[config.mk]
export PLATFORM = sky130hd
export DESIGN_NAME = trajectory_renderer
export DESIGN_NICKNAME = d
export VERILOG_FILES = /design/src/rtl/trajectory_renderer.sv
export SDC_FILE = /design/constraint.sdc
export NUM_CORES = 2
export LEC_CHECK = 0
export BUFFER_PORTS_ARGS = -buffer_cell sky130_fd_sc_hd__buf_2
export CAP_MARGIN = 30
export CELL_PAD_IN_SITES_DETAIL_PLACEMENT = 0
export CELL_PAD_IN_SITES_GLOBAL_PLACEMENT = 2
export CORE_MARGIN = 3
export CORE_UTILIZATION = 30
export DETAILED_ROUTE_END_ITERATION = 7
export GPL_TIMING_DRIVEN = 1
export PLACE_DENSITY_LB_ADDON = 0.1
export SKIP_CTS_REPAIR_TIMING = 1
export SLEW_MARGIN = 20
export SYNTH_ARGS = -nofsm -noshare
export SYNTH_HDL_FRONTEND = slang
export SYNTH_SLANG_ARGS = --single-unit
[constraint.sdc]
create_clock -name clk_in -period 6.7 [get_ports clk_in]
set_clock_uncertainty 0.15 [all_clocks]
set_input_delay 0.335 -clock clk_in [delete_from_list [all_inputs] [get_ports clk_in]]
set_output_delay 0.335 -clock clk_in [all_outputs]
set_load 0.1 [all_outputs]
[src/rtl/trajectory_renderer.sv]
// trajectory_renderer
//    Keeps a ring buffer of recent ball-centre points, with at most one point
//    committed per frame. Each scanned pixel is rendered as a square dot
//    colour where a live stored point covers it, and as 24'h000000
//    (transparent) elsewhere. Latency from hcount/vcount to pixel is fixed at
//    2 cycles.
//
//    Optional build macro: TRAJECTORY_FADE_EN
//       defined   : colour dims with point age (each channel >> min(age>>2,7)),
//                   and the newest covering point is selected.
//       undefined : every live hit renders COLOR; no age-to-shift logic.
module trajectory_renderer #(
   parameter int          DEPTH  = 16,
   parameter int          RADIUS = 2,
   parameter logic [23:0] COLOR  = 24'hFFFF00
) (
   input  logic        clk_in,
   input  logic        rst_in,
   input  logic [10:0] hcount_in,
   input  logic [9:0]  vcount_in,
   input  logic        frame_start_in,
   input  logic        point_valid_in,
   input  logic [10:0] point_x_in,
   input  logic [9:0]  point_y_in,
   input  logic        clear_in,
   output logic [23:0] trajectory_pixel_out,
   output logic [5:0]  count_out
);

   localparam int          AW        = (DEPTH > 1) ? $clog2(DEPTH) : 1;
   localparam logic [5:0]  DEPTH_CNT = 6'(DEPTH);
   localparam logic [11:0] RADIUS_W  = 12'(RADIUS);

   // Absolute difference of two non-negative coordinates, computed 12-bit
   // signed so a point near 0 never aliases with the far edge of the screen.
   function automatic logic [11:0] abs_diff(input logic [11:0] a, input logic [11:0] b);
      logic signed [11:0] d;
      d = $signed(a) - $signed(b);
      if (d < 12'sd0) begin
         return 12'(-d);
      end else begin
         return 12'(d);
      end
   endfunction

   // True when scan position (h,v) lies inside the dot centred on (x,y).
   function automatic logic dot_hit(input logic [10:0] h, input logic [9:0] v,
                                    input logic [10:0] x, input logic [9:0] y);
      logic [11:0] dx;
      logic [11:0] dy;
      dx = abs_diff({1'b0, h}, {1'b0, x});
      dy = abs_diff({2'b00, v}, {2'b00, y});
      return (dx <= RADIUS_W) && (dy <= RADIUS_W);
   endfunction

`ifdef TRAJECTORY_FADE_EN
   // Colour of a point of the given age: each channel shifted right by
   // min(age>>2, 7). A fully dimmed result is simply transparent.
   function automatic logic [23:0] age_color(input logic [AW-1:0] age);
      logic [5:0] quarter;
      logic [2:0] sh;
      quarter = 6'(age) >> 2;
      sh      = (quarter > 6'd7) ? 3'd7 : quarter[2:0];
      return {COLOR[23:16] >> sh, COLOR[15:8] >> sh, COLOR[7:0] >> sh};
   endfunction
`endif

   // ---------------------------------------------------------------------
   // Trail state
   // ---------------------------------------------------------------------
   logic [AW-1:0] wr_ptr_q,   wr_ptr_d;
   logic [5:0]    count_q,    count_d;
   logic          pend_q,     pend_d;
   logic [10:0]   pend_x_q,   pend_x_d;
   logic [9:0]    pend_y_q,   pend_y_d;
   logic          commit_s;
   logic          mem_we_s;

   logic [10:0]   x_mem [DEPTH];
   logic [9:0]    y_mem [DEPTH];

   // Pipeline state: hits re-ordered by age (bit 0 = newest), then colour.
   logic [DEPTH-1:0] hit_age_q, hit_age_d;
   logic [23:0]      pix_q,     pix_d;

   // Capture / commit / clear control; clear outranks commit and capture.
   always_comb begin
      commit_s = frame_start_in & pend_q;
      mem_we_s = commit_s & ~clear_in;
      wr_ptr_d = wr_ptr_q;
      count_d  = count_q;
      pend_d   = pend_q;
      pend_x_d = pend_x_q;
      pend_y_d = pend_y_q;
      if (clear_in) begin
         wr_ptr_d = {AW{1'b0}};
         count_d  = 6'd0;
         pend_d   = 1'b0;
      end else begin
         if (commit_s) begin
            wr_ptr_d = wr_ptr_q + AW'(1);
            count_d  = (count_q == DEPTH_CNT) ? count_q : count_q + 6'd1;
         end else begin
            wr_ptr_d = wr_ptr_q;
            count_d  = count_q;
         end
         // A capture in the commit cycle belongs to the next frame.
         if (point_valid_in) begin
            pend_d   = 1'b1;
            pend_x_d = point_x_in;
            pend_y_d = point_y_in;
         end else if (commit_s) begin
            pend_d   = 1'b0;
         end else begin
            pend_d   = pend_q;
         end
      end
   end

   // Point RAM write at commit; contents beyond count are never rendered,
   // so the array carries no reset.
   always_ff @(posedge clk_in) begin
      if (mem_we_s) begin
         x_mem[wr_ptr_q] <= pend_x_q;
         y_mem[wr_ptr_q] <= pend_y_q;
      end
   end

   // Stage 1: per-slot dot test, stored in age order so stage 2 needs no
   // pointer arithmetic and is immune to a commit landing between stages.
   always_comb begin
      logic [AW-1:0] age_v;
      logic          live_v;
      hit_age_d = {DEPTH{1'b0}};
      for (int i = 0; i < DEPTH; i++) begin
         age_v  = wr_ptr_q - AW'(1) - AW'(i);
         live_v = (6'(age_v) < count_q);
         // Ages are a permutation of slots, so each bit is written once.
         hit_age_d[age_v] = live_v &
                            dot_hit(hcount_in, vcount_in, x_mem[i], y_mem[i]);
      end
   end

`ifdef TRAJECTORY_FADE_EN
   // Stage 2: newest covering point wins, coloured by its age.
   always_comb begin
      logic          found_v;
      logic [AW-1:0] sel_v;
      found_v = 1'b0;
      sel_v   = {AW{1'b0}};
      for (int a = DEPTH - 1; a >= 0; a--) begin
         found_v = found_v | hit_age_q[a];
         sel_v   = hit_age_q[a] ? AW'(a) : sel_v;
      end
      pix_d = found_v ? age_color(sel_v) : 24'h000000;
   end
`else
   // Stage 2: any live covering point renders the trail colour.
   always_comb begin
      pix_d = (|hit_age_q) ? COLOR : 24'h000000;
   end
`endif

   // All state and registered outputs, async reset.
   always_ff @(posedge clk_in or posedge rst_in) begin
      if (rst_in) begin
         wr_ptr_q  <= {AW{1'b0}};
         count_q   <= 6'd0;
         pend_q    <= 1'b0;
         pend_x_q  <= 11'd0;
         pend_y_q  <= 10'd0;
         hit_age_q <= {DEPTH{1'b0}};
         pix_q     <= 24'h000000;
      end else begin
         wr_ptr_q  <= wr_ptr_d;
         count_q   <= count_d;
         pend_q    <= pend_d;
         pend_x_q  <= pend_x_d;
         pend_y_q  <= pend_y_d;
         hit_age_q <= hit_age_d;
         pix_q     <= pix_d;
      end
   end

   assign trajectory_pixel_out = pix_q;
   assign count_out            = count_q;

endmodule

== Word-level counts from Yosys, hierarchy flattened ==
Memories as Yosys holds them, arrays and structs flattened.
Index checks and enable logic that the tools add are counted.
Operators by class
  equal/unequal tests: 2
  multipliers: 0
  bitwise gates (word level): 20
  $add $sub $neg: 82
  div/mod/pow operators: 0
  shifts and indexed selects: 0
  $lt $le $gt $ge: 112
  reductions and logical operators: 37
  multiplexer cells: 90
Operator list (number)
  $le 12x2->1 const B: 32
  $mux 12: 32
  $bwmux 16: 15
  $lt 12x1->1 const B: 16
  $neg 11->12: 16
  $neg 12->12: 16
  $sub 11x11->12: 16
  $lt 11x1->1 const B: 16
  $sub 10x10->11: 16
  $lt 4x6->1: 16
  $lt 4x5->1 const B: 16
  $demux 1 s4: 16
  $ge 4x1->1 const B: 16
  $logic_and 1x1->1: 32
  $sub 4x4->4 const B: 8
  $mux 24: 1
  $mux 1: 21
  $and 1x1->1: 18
  $mux 6: 3
  $and 16x16->16: 1
  $reduce_or 16->1: 1
  $sub 4x3->4 const B: 4
  $mux 4: 2
  $sub 4x1->4 const B: 2
  other kinds (9): 11
Storage, ports and cells
  logic and storage cells: 352
  bits in read-only memories: 0
  bits in latches: 0
  input port bits: 47
  output and inout bits: 30
  memory bits (writable): 336
  memories kept: 2
  flip-flop bits (word level): 72
Memory list
  x_mem: depth 16, bits a word 11, read ports 16, clocked after memory_dff 0, wr ports 1, line 79  | logic [10:0] x_mem [DEPTH];
  y_mem: depth 16, bits a word 10, read ports 16, clocked after memory_dff 0, wr ports 1, line 80  | logic [9:0] y_mem [DEPTH];

== Longest topological paths before layout ==
  word-level depth: 22
  gate-level depth with buffers: 26
  gate-level depth less buffers: 22

== Worst setup path before layout ==
OpenSTA, ideal clock, no wires.
  kind: register to register
  start: register wr_ptr_q[0]
  end: register hit_age_q[2]
  stages on the path, launching flop included: 24
  path buffers: 3
  data arrival time: 5.458 ns
  required time: 6.446 ns
  setup slack: 0.989 ns
  clock period less this slack: 5.711 ns
  setup time: 0.104 ns
  path through: dfrtp_1 clkbuf_1 inv_1 ha_1 clkbuf_1 xor2_1 inv_1 ha_1 a21oi_1 xor2_1 clkinv_1 ha_1 a21o_1 a211oi_1 nand4_1 nor4b_1 nand4_1 clkbuf_1 nand3_1 o21ai_0 or3_1 a21oi_1 o21ai_1 a221oi_1
On the way
  cells in the longest elaborated chain, start to end: 21
  elaborated cells on any way between the ends: 144
  classes of those cells: 16 x add/sub; 48 x order compare; 47 x mux; 17 x bitwise; 16 x reduce/logical
RTL lines
  start: declaration: line 71  | logic [AW-1:0] wr_ptr_q, wr_ptr_d;
  start signal: assignment: line 167  | wr_ptr_q <= {AW{1'b0}};
  start signal: assignment: line 175  | wr_ptr_q <= wr_ptr_d;
  $sub 4x1->4 (*): line 136  | age_v = wr_ptr_q - AW'(1) - AW'(i);
  $sub 4x1->4 (tied with other cells): line 136
  $lt 4x5->1 (implied by the code) (tied with other cells): line 139  | hit_age_d[age_v] = live_v &
  $logic_and 1x1->1 (implied by the code) or $mux 1 (tied branches): line 139
  $mux 1 (implied by the code) or $demux 1 s4 (tied branches): line 139
  $demux 1 s4 or $and 16x16->16 (tied branches)
  $bwmux 16 (14 in a row): line 139
  $bwmux 16 (*): line 139
  net hit_age_d[2]: line 83  | logic [DEPTH-1:0] hit_age_q, hit_age_d;
  end signal: assignment: line 172  | hit_age_q <= {DEPTH{1'b0}};
  end signal: assignment: line 180  | hit_age_q <= hit_age_d;
  end: declaration: line 83
Mark *: on every way through the listed nets, which the timed path passes. The rest lies on a longest branch.
A chain may end at the register's enable or synchronous reset.

== Worst setup path after layout ==
  start: register wr_ptr_q[0]
  end: register hit_age_q[11]
The elaborated chain is that of the path after synthesis.

==> impl_summary.txt <==
----------------------------------------------------
[Route]
  ANT nets after route ... 0
  Routed via count divided by cell count ... around 5.7
  Total vias in the final route ... between 40000 and 50000
  Detailed-route DRC error count ... 0
  Wirelength per Cell ... approximately 24 µm
  First-pass iteration count of the detailed router ... 5
  Starting DRT DRC Count ... 3489
  Post-detailed-routing wire length ... 177 mm

[Logic synthesis]
  Most common cell in the netlist ... sky130_fd_sc_hd__inv_1
  Yosys warnings ... 0
  Cell types occupying the most area after synthesis ... sky130_fd_sc_hd__edfxtp_1 (24%), sky130_fd_sc_hd__ha_1 (11%), sky130_fd_sc_hd__a21oi_1 (4.7%), sky130_fd_sc_hd__inv_1 (3.9%), sky130_fd_sc_hd__nor2_1 (3.8%)
  Share of the synthesized area in the top cell type ... 0.237
  Number of synthesized register bits ... just under 400
  Average instance area after synthesis ... 8.27 µm²
  Primary FF master, synth ... sky130_fd_sc_hd__edfxtp_1
  Share of flip-flops with an asynchronous set or reset after synthesis ... 0.127
  Cell type with the largest total area after synthesis ... sky130_fd_sc_hd__edfxtp_1
  Post-synthesis sequential area ratio ... 0.265
  Number of library cell types mapped by synthesis ... roughly 120
  Post-synth EDFFs ... between 300 and 400
  Post-Synthesis Cells ... ~5200
  Syn Std Cell Area ... 42700 µm²
  Synth top cells by count ... sky130_fd_sc_hd__inv_1 (444), sky130_fd_sc_hd__nor2_1 (436), sky130_fd_sc_hd__a21oi_1 (398), sky130_fd_sc_hd__nand2_1 (386), sky130_fd_sc_hd__ha_1 (384)

[Place]
  Final weighted congestion of routability-driven global placement ... 0.875
  Buffers on Ports ... between 60 and 70
  Sum of net half-perimeters after detailed placement ... between 100 and 150 mm
  Placed insts ... between 7000 and 8000

[Floorplanning]
  Die Footprint ... approximately 150000 µm²
  Vertical die dimension ... between 300 and 400 µm
  Number of top-level pins ... 77
  Number of rows in the core area ... between 100 and 150
  Chip Width ... 383 µm
  Floorplan core area ... ~140000 µm²
  Starting density of the core ... 0.304

[CTS]
  Clock input transition at the sequential cells of the worst setup and hold paths ... around 0.06 ns
  CTS tree ... yes
  Clk root buf ... sky130_fd_sc_hd__clkbuf_16
  Max Root-Sink Buffers ... 3
  H-Tree Depth ... 2
  Cts bufs inserted ... between 50 and 60
  Insertion delay of the later-clocked pin in the worst-skew pair ... around 0.66 ns
  Count of clock tree sinks ... 385

[Job]
  Count of max-cap constraint violations ... 0

[GRT]
  Remaining global-route overflow ... 0
  Pin count of the biggest net entering global routing ... 50
  Global-route usage over all layers ... 0.232
  Number of global-route vias before repair ... 38800
  Global-route wire length before repair ... 257 mm
  Antenna violations before repair ... 25

[Pwr]
  Pwr per Cell Area ... roughly 180 nW/µm²
  Peak supply drop ... about 0.00019 V
  Leakage power ... roughly 19 nW

[Critical path]
  Startpoint-to-endpoint class of the critical path ... reg -> reg
  Crit-path leading delay family ... compound AO/OA/AOI/OAI gates
  Crit path buf inv count ... 4
  Worst setup EP type ... register
  Critical Path RT ... just over 7 ns
  Crit path from ... wr_ptr_q[0]$_DFFE_PP0P_
  Cell with the biggest individual delay on the critical path ... sky130_fd_sc_hd__a2111oi_0
  Startpoint Class ... register
  Critical path cell sequence ... inv_1 -> ha_1 -> xor2_1 -> xnor2_1 -> inv_1 -> ha_1 -> a21o_1 -> a31o_2 -> a21oi_1 -> buf_4 -> nor2_1 -> a31oi_1 -> o311ai_0 -> a2111oi_0 -> o2111ai_2 -> buf_4 -> o21ai_0 -> a211o_1 -> a311o_1 -> a31oi_1 -> or4_1 -> a22oi_2
  CP Data Arrival Time ... ~6.6 ns
  CP peak stage delay ... around 0.5 ns
  Worst-path maximum fanout ... 18
  Worst R2R Start ... wr_ptr_q[0]$_DFFE_PP0P_

[Final layout]
  Relative area change from synthesis to final layout ... 12.5%
  Number of nets in the finished design ... 5760
  Post-layout instance count excluding filler cells ... just over 7000
  Fraction of layout instances using a drive strength above 1 ... 0.0852

[STA]
  Top achievable clock speed ... about 160 MHz
  Final TNS setup ... 0 ns
  Unrepaired setup endpoints after global routing ... false
  Time the worst path needs with I/O delays and setup ... 6.15 ns
  Count of pins over their slew limit ... 0
  Max-Slew Margin vs Limit ... 0.312
  Post-route clock period utilization ... 0.918
  Pin slew with the least headroom to its limit ... 1.03 ns
  Setup-violating endpoint count in the final report ... 0
  Final hold viol count ... 0

[Hold path]
  Classification of the worst-slack hold path ... in -> reg
  Start point of the worst hold path ... frame_start_in

[Outcome]
  Run status ... completed

----------------------------------------------------
-- report_power, final --
| part | total (mW) | switching [mW] | internal, mW | leakage, nW |
|---|---|---|---|---|
| Clock | 3.20 | 1.24 | 1.95 | 0.924 |
| Combinational | 2.85 | 1.95 | 0.905 | 14.5 |
| Sequential | 2.80 | 0.0779 | 2.73 | 3.64 |
| Total | 8.85 | 3.27 | 5.58 | 19.1 |
-- layer usage --
layer | wire length [µm] | GRT usage
met5 | 0 | 0
met3 | 10100 | 0.0235
met2 | 77900 | 0.370
met1 | 83000 | 0.331
met4 | 5610 | 0.0679
-- sequential cells by signal, indices dropped and copies added (netlist names) --
signal,cells
pend_y_q,10
pend_x_q,11
hit_age_q,16
count_out,6
wr_ptr_q,4
pend_q,1
y_mem,160
trajectory_pixel_out,1
x_mem,176
-- final cells by class --
class	count	area [µm²]
fill	14700	92400
multi-input combinational	4186	29100
sequential	385	11300
tap	1876	2350
inverter	449	1690
timing repair buffer	220	1600
clock buffer	61	1400
clock inverter	38	509
antenna	9	22.5
-- worst paths after layout --
| path | to | cells past startpoint | slack [ns] |
|---|---|---|---|
| max in group asynchronous | pend_x_q[0]$_DFFE_PP0P_ | 4 | 5.40 |
| setup reg to reg | hit_age_q[11]$_DFF_PP0_ | 22 | 0.55 |
| hold reg to reg | trajectory_pixel_out[22]$_DFF_PP0_ | 2 | 0.44 |
| hold / removal | wr_ptr_q[0]$_DFFE_PP0P_ | 4 | 0.16 |
| min in group asynchronous | pend_y_q[4]$_DFFE_PP0P_ | 4 | 0.37 |
| setup / recovery | hit_age_q[11]$_DFF_PP0_ | 22 | 0.55 |
-- cells in the final DEF, fill, tap and decap left out, types with 66 or more instances in the layout --
cell type,instances
sky130_fd_sc_hd__o21a_1,66
sky130_fd_sc_hd__xnor2_1,151
sky130_fd_sc_hd__nor3_1,157
sky130_fd_sc_hd__nand4_1,79
sky130_fd_sc_hd__edfxtp_1,336
sky130_fd_sc_hd__a211oi_1,85
sky130_fd_sc_hd__nor2_1,424
sky130_fd_sc_hd__nand3_1,166
sky130_fd_sc_hd__o211ai_1,84
sky130_fd_sc_hd__nand2b_1,84
sky130_fd_sc_hd__buf_4,122
sky130_fd_sc_hd__nand2_1,386
sky130_fd_sc_hd__o21ai_0,270
sky130_fd_sc_hd__a21oi_1,398
sky130_fd_sc_hd__xor2_1,121
sky130_fd_sc_hd__a21o_1,104
sky130_fd_sc_hd__ha_1,384
sky130_fd_sc_hd__inv_1,441
sky130_fd_sc_hd__buf_2,66
-- per-stage QoR --
stage | area, µm² | setup slack, ns | hold WS (ns) | total power [mW] | utilization
after global routing | 48000 | 0.213 | 0.163 | 9.29 | 0.342
after detailed placement | 45800 | 0.601 | 0.345 | 5.68 | 0.326
after global placement | 45700 | 0.498 | 0.338 | 5.70 | 0.326
after floorplan | 42700 | 0.989 | 0.273 | 4.63 | -
final | 48000 | 0.551 | 0.163 | 8.85 | 0.342
after CTS | 47700 | 0.586 | -0.278 | 8.95 | 0.340
-- tightest hold or removal path, cell delays in order --
cell	delay [ns]
sky130_fd_sc_hd__buf_2	0.10
sky130_fd_sc_hd__and2_1	0.27
sky130_fd_sc_hd__xnor2_1	0.18
sky130_fd_sc_hd__nor2_1	0.03
-- cells by family (layout without fill, tap and decap cells) --
logic type / count (synthesis) / after routing / share of synthesized area
xor+xnor: 276 / 276 / 0.0572
mux: 78 / 78 / 0.0193
buf+inv: 595 / 768 / 0.0558
fa+ha+maj: 416 / 416 / 0.128
other cells: 1 / 17 / 0.0000879
simple gates: 1793 / 1793 / 0.214
flops: 385 / 385 / 0.265
compound gates: 1615 / 1615 / 0.260
(Power assumes the default switching activity.)
